==> config.mk <==
export PLATFORM = sky130hd
export DESIGN_NAME = alu_exec_unit_flat
export DESIGN_NICKNAME = d
export VERILOG_FILES = /design/src/rtl/alu_exec_unit_if.sv /design/src/rtl/alu_exec_unit.sv /design/src/flat_wrapper.sv
export SDC_FILE = /design/constraint.sdc
export NUM_CORES = 1
export LEC_CHECK = 0
export ABC_AREA = 1
export BUFFER_PORTS_ARGS = -buffer_cell sky130_fd_sc_hd__buf_2
export CORE_UTILIZATION = 34
export DETAILED_ROUTE_END_ITERATION = 10
export PLACE_DENSITY = 0.62
export SLEW_MARGIN = 20
export SYNTH_ARGS = -nofsm -noshare
export SYNTH_HDL_FRONTEND = slang
export SYNTH_SLANG_ARGS = --single-unit
==> constraint.sdc <==
create_clock -name clk -period 4.7 [get_ports clk]
set_clock_uncertainty 0.05 [all_clocks]
set_input_delay 0.94 -clock clk [delete_from_list [all_inputs] [get_ports clk]]
set_output_delay 0.94 -clock clk [all_outputs]
set_load 0.05 [all_outputs]
==> src/rtl/alu_exec_unit_if.sv <==
// Purpose: request/response bundle between the datapath and the execution ALU.
// Ports: datapath side (master) drives start, alucontrol, a, b, shamt and samples the results;
//        ALU side (slave) returns result, zero, ovf, illegal, busy, done.
interface alu_exec_unit_if #(
  parameter int WIDTH   = 32,
  parameter int SHAMT_W = 5
);
  logic               start;
  logic [2:0]         alucontrol;
  logic [WIDTH-1:0]   a;
  logic [WIDTH-1:0]   b;
  logic [SHAMT_W-1:0] shamt;
  logic [WIDTH-1:0]   result;
  logic               zero;
  logic               ovf;
  logic               illegal;
  logic               busy;
  logic               done;

  modport master (
    output start, alucontrol, a, b, shamt,
    input  result, zero, ovf, illegal, busy, done
  );

  modport slave (
    input  start, alucontrol, a, b, shamt,
    output result, zero, ovf, illegal, busy, done
  );
endinterface

==> src/rtl/alu_exec_unit.sv <==
// Purpose: execution-stage ALU; logical/compare/add/sub in one cycle, sll as a serial 1-bit/cycle shifter.
// Latency: 1 cycle for all ops except sll with shamt>0, which completes shamt cycles after the start edge.
// Backpressure: start is ignored while busy=1; the requester holds and re-issues after done.
// Ports: clk, rst (sync, active-high); bus (slave modport) carries start/alucontrol/a/b/shamt in and
//        result/zero/ovf/illegal/busy/done out. All outputs are registered.
// SHAMT_W must satisfy 2**SHAMT_W <= WIDTH.
module alu_exec_unit #(
  parameter int WIDTH   = 32,
  parameter int SHAMT_W = 5
) (
  input  logic            clk,
  input  logic            rst,
  alu_exec_unit_if.slave  bus
);

  localparam logic [2:0] OP_AND = 3'b000;
  localparam logic [2:0] OP_OR  = 3'b001;
  localparam logic [2:0] OP_SLT = 3'b010;
  localparam logic [2:0] OP_ADD = 3'b011;
  localparam logic [2:0] OP_SUB = 3'b100;
  localparam logic [2:0] OP_NOR = 3'b101;
  localparam logic [2:0] OP_SLL = 3'b110;

  typedef enum logic {IDLE, SHIFT} state_t;

  state_t             state;
  logic [WIDTH-1:0]   acc;
  logic [WIDTH-1:0]   acc_shl;
  logic [SHAMT_W-1:0] cnt;

  logic [WIDTH-1:0]   result_reg;
  logic               zero_reg;
  logic               ovf_reg;
  logic               illegal_reg;
  logic               busy_reg;
  logic               done_reg;

  // Single-cycle evaluation of the current request
  logic [WIDTH-1:0]   op_res;
  logic               op_ovf;
  logic               op_ill;
  logic [WIDTH-1:0]   b_neg;
  logic [WIDTH-1:0]   sum;
  logic [WIDTH-1:0]   diff;

  assign acc_shl = {acc[WIDTH-2:0], 1'b0};

  always_comb begin
    op_res = '0;
    op_ovf = 1'b0;
    op_ill = 1'b0;
    b_neg  = ~bus.b + WIDTH'(1);
    sum    = bus.a + bus.b;
    diff   = bus.a + b_neg;
    case (bus.alucontrol)
      OP_AND: op_res = bus.a & bus.b;
      OP_OR:  op_res = bus.a | bus.b;
      OP_SLT: op_res = {{(WIDTH-1){1'b0}}, ($signed(bus.a) < $signed(bus.b))};
      OP_ADD: begin
        op_res = sum;
        op_ovf = (bus.a[WIDTH-1] == bus.b[WIDTH-1]) && (sum[WIDTH-1] != bus.a[WIDTH-1]);
      end
      OP_SUB: begin
        // Overflow judged against the two's-complement negated operand actually added
        op_res = diff;
        op_ovf = (bus.a[WIDTH-1] == b_neg[WIDTH-1]) && (diff[WIDTH-1] != bus.a[WIDTH-1]);
      end
      OP_NOR: op_res = ~(bus.a | bus.b);
      // Only reached for shamt == 0: the shift is the identity
      OP_SLL: op_res = bus.b;
      default: begin
        op_res = '0;
        op_ill = 1'b1;
      end
    endcase
  end

  always_ff @(posedge clk) begin
    if (rst) begin
      state       <= IDLE;
      acc         <= '0;
      cnt         <= '0;
      result_reg  <= '0;
      zero_reg    <= 1'b1;
      ovf_reg     <= 1'b0;
      illegal_reg <= 1'b0;
      busy_reg    <= 1'b0;
      done_reg    <= 1'b0;
    end else begin
      done_reg <= 1'b0;
      case (state)
        IDLE: begin
          if (bus.start) begin
            if (bus.alucontrol == OP_SLL && bus.shamt != '0) begin
              // Operands captured here; the serial shift never looks at the bus again
              acc      <= bus.b;
              cnt      <= bus.shamt;
              busy_reg <= 1'b1;
              state    <= SHIFT;
            end else begin
              result_reg  <= op_res;
              zero_reg    <= (op_res == '0);
              ovf_reg     <= op_ovf;
              illegal_reg <= op_ill;
              done_reg    <= 1'b1;
            end
          end
        end
        SHIFT: begin
          acc <= acc_shl;
          cnt <= cnt - SHAMT_W'(1);
          if (cnt == SHAMT_W'(1)) begin
            result_reg  <= acc_shl;
            zero_reg    <= (acc_shl == '0);
            ovf_reg     <= 1'b0;
            illegal_reg <= 1'b0;
            done_reg    <= 1'b1;
            busy_reg    <= 1'b0;
            state       <= IDLE;
          end
        end
        default: state <= IDLE;
      endcase
    end
  end

  assign bus.result  = result_reg;
  assign bus.zero    = zero_reg;
  assign bus.ovf     = ovf_reg;
  assign bus.illegal = illegal_reg;
  assign bus.busy    = busy_reg;
  assign bus.done    = done_reg;

endmodule

==> src/flat_wrapper.sv <==
// flat-port wrapper written by rule: the top's interface ports become plain ports
module alu_exec_unit_flat 
#(
  parameter int WIDTH   = 32,
  parameter int SHAMT_W = 5
)
  (clk, rst, bus_start, bus_alucontrol, bus_a, bus_b, bus_shamt, bus_result, bus_zero, bus_ovf, bus_illegal, bus_busy, bus_done);
  alu_exec_unit_if #(.WIDTH(WIDTH), .SHAMT_W(SHAMT_W)) bus_i ();
  input  logic clk;
  input  logic rst;
  input wire logic [$bits(bus_i.start)-1:0] bus_start;
  input wire logic [$bits(bus_i.alucontrol)-1:0] bus_alucontrol;
  input wire logic [$bits(bus_i.a)-1:0] bus_a;
  input wire logic [$bits(bus_i.b)-1:0] bus_b;
  input wire logic [$bits(bus_i.shamt)-1:0] bus_shamt;
  output wire logic [$bits(bus_i.result)-1:0] bus_result;
  output wire logic [$bits(bus_i.zero)-1:0] bus_zero;
  output wire logic [$bits(bus_i.ovf)-1:0] bus_ovf;
  output wire logic [$bits(bus_i.illegal)-1:0] bus_illegal;
  output wire logic [$bits(bus_i.busy)-1:0] bus_busy;
  output wire logic [$bits(bus_i.done)-1:0] bus_done;
  assign bus_i.start = bus_start;
  assign bus_i.alucontrol = bus_alucontrol;
  assign bus_i.a = bus_a;
  assign bus_i.b = bus_b;
  assign bus_i.shamt = bus_shamt;
  assign bus_result = bus_i.result;
  assign bus_zero = bus_i.zero;
  assign bus_ovf = bus_i.ovf;
  assign bus_illegal = bus_i.illegal;
  assign bus_busy = bus_i.busy;
  assign bus_done = bus_i.done;
  alu_exec_unit #(.WIDTH(WIDTH), .SHAMT_W(SHAMT_W)) u_core (.clk(clk), .rst(rst), .bus(bus_i));
endmodule
==> flow_summary.json <==
{
  "synth-edff-count": 0,
  "rr_worst_depth": 6,
  "cp_common_cell": "nand2_1",
  "grt_usage": 0.268,
  "hold_violations": 0,
  "clockBufferDepth": 2,
  "htreeDepth": 3,
  "worstHoldPathType": "reg -> reg",
  "critPathTopFamily": "simple AND/OR/NAND/NOR gates",
  "dp_cells": 2610,
  "synth_cell_types": 54,
  "fillers": 3636,
  "final-max-slew-violation-count": 0,
  "via_per_inst": 5.17,
  "synth.top_cells.by_area": "nand2_1, ha_1, dfxtp_1",
  "antenna_found_initial": 0,
  "core_area_um2": 32700,
  "p_leak_uw": 0.00719,
  "crit_path_max_fanout": 4,
  "critical_path_buf_inv_count": 7,
  "critPathMaxStageDelay_ps": 340,
  "max_freq_ghz": 0.227,
  "syn_inst": 2021,
  "status": "complete, no violations",
  "cts_setup_buffers": 0,
  "worstPathArrival_ps": 4650,
  "crit_path_start_kind": "primary input",
  "slowest_stage": "ha_1",
  "grt_pass1_wl_um": 69600,
  "antenna_cells": 0,
  "avgSynthCellArea_um2": 5.63,
  "critPathRequiredTime_ps": 4940,
  "peakVddDrop_v": 0.000173,
  "startpoint": "bus_b[0]",
  "clock_latency_ps": 350,
  "largest_reg_flops": 32,
  "syn_nets": 2233,
  "reg2reg_to": "u_core.bus.result[29]$_SDFFE_PP0P_",
  "gp_congestion": 1.02,
  "io_buffers": 111,
  "place_area_um2": 12900,
  "worst-setup-path-type": "in -> reg",
  "synth.top_cell.area_share": 0.221,
  "endpoint": "u_core.bus.zero$_SDFFE_PP1P_",
  "die_area_um2": 34200,
  "powerDensity_nw_per_um2": 203,
  "cts_hold_buf": 0,
  "cp.depth": 34,
  "ys_seq_area_frac": 0.130,
  "setup_viol": 0,
  "synthFlopType": "dfxtp_1",
  "clk_pin_slew_ps": 60,
  "first_pass_iters": 6,
  "nNetsFinal": 2391,
  "post_cts_resized": 0,
  "grt_max_degree": 44,
  "drt-total-wl_um": 46300,
  "yosysMostFrequentCell": "nand2_1",
  "gr-total-overflow": 0,
  "max-cap-violations": 0,
  "layout-drive-gt1-share": 0.132,
  "fin_crit_sh": 0.939,
  "avgRoutedWirePerCell_um": 17.6,
  "r2r_setup_slack_ps": 2530,
  "ys_seq_elements": 74,
  "min_period_ps": 4410,
  "fp.dieH_um": 185,
  "design_area_um2": 13200,
  "syn2layout_area_growth_pct": 16.4,
  "synth_warnings": 0,
  "die_w_um": 185,
  "cts_made_buffers": 9,
  "syn-cell-area_um2": 11400,
  "synth_largest_area_cell": "nand2_1",
  "slew_headroom": 0.337,
  "cts.sinks": 74,
  "ant_nets": 0,
  "hp-start": "u_core.bus.busy$_SDFFE_PP0P_",
  "hpwlAfterDp_um": 38700,
  "ys_top_cells_by_count": "nand2_1, inv_1, nor2_1",
  "dr_total_vias": 13600,
  "post-route-drc-count": 0,
  "rr_startpoint": "u_core.state$_SDFF_PP0_",
  "initial_core_util": 0.348,
  "io_pins": 112,
  "stdcell_count": 2626,
  "root_buffer": "clkbuf_16",
  "worstSetupEndpointType": "flip-flop",
  "drt_iter0_drc": 1258,
  "cts_tree": "built",
  "grt_pass1_vias": 12600,
  "tightest_slew_ps": 994,
  "num_rows": 66,
  "synthArstFlopShare": 0
}
## worst min path at each step
stage | to | slack, ps | cells past startpoint
after global routing | u_core.bus.result[0]$_SDFFE_PP0P_ | 430 | 2
after floorplan | u_core.acc[30]$_SDFFE_PP0P_ | 400 | 2
after detailed placement | u_core.bus.busy$_SDFFE_PP0P_ | 400 | 2
final | u_core.bus.busy$_SDFFE_PP0P_ | 410 | 2
after CTS | u_core.bus.busy$_SDFFE_PP0P_ | 410 | 2
after global placement | u_core.bus.busy$_SDFFE_PP0P_ | 400 | 2
## layer usage
layer	track usage	vias to the layer above	share of wire
met5	0	-	0
met4	0.0985	0	0.032
met3	0.0187	76	0.066
met2	0.432	482	0.44
met1	0.372	6218	0.47
li1	-	6798	-
## cells by family after synthesis
family | count (synthesis) | share of synthesized area
and+or+nand+nor | 1121 | 0.422
buffers and inverters | 399 | 0.138
AOI/OAI and AO/OA | 264 | 0.137
adders and majority gates | 137 | 0.152
DFF | 74 | 0.130
xor gates and xnor gates | 26 | 0.0207
## layout make-up
cell class,instances,area [um2],area share
clock buffers,9,225,0.0170
clock inverters,7,58.8,0.00444
inverters,356,1340,0.101
multi-input cells,1548,8440,0.637
flip-flops and latches,74,1480,0.112
well taps,442,553,0.0417
repair buffers,190,1150,0.0867
## per-stage QoR
step | hold slack (ps) | power (uW) | setup TNS [ps] | setup WS [ps] | util
6_report | 407 | 2690 | 0 | 288 | 0.405
5_1_grt | 434 | 2860 | -16.9 | -16.9 | 0.405
4_1_cts | 411 | 2670 | 0 | 272 | 0.402
3_5_place_dp | 402 | 2000 | -103 | -65.0 | 0.393
3_3_place_gp | 400 | 2000 | -49.9 | -29.8 | 0.393
2_1_floorplan | 400 | 1540 | 0 | 532 | -
## placed cells by master (no fill, tap or decap), drive strengths merged
master and n:
o2bb2ai 1, o211ai 1, xor2 23, a21oi 70
clkinvlp 1, a31o 1, o221ai 2, and2 8
o21bai 3, clkinv 4, clkbuf 9, nand4 33
dfxtp 74, or2 2, buf 190, inv 358
nand3b 11, nor2 196, o21a 2, fa 2
xnor2 3, o22ai 19, o21ai 78, nor4 12
nor3 25, o31ai 2, a21o 4, ha 135
a221oi 16, nand2 678, a31oi 57, nand3 156
o41ai 1, a211oi 7
## worst reg2reg max path, delay by kind of cell (launching register included)
| family | cells | cell delay (ps) |
|---|---|---|
| flops | 1 | 330 |
| simple gates | 2 | 520 |
| compound gates | 2 | 370 |
| buf+inv | 2 | 820 |
## power breakdown
part	leakage (uW)	total, uW	switching (uW)	internal, uW
Clock	0.000139	664	297	366
Sequential	0.000605	685	21.2	664
Combinational	0.00645	1340	922	421
(Power assumes the default switching activity.)
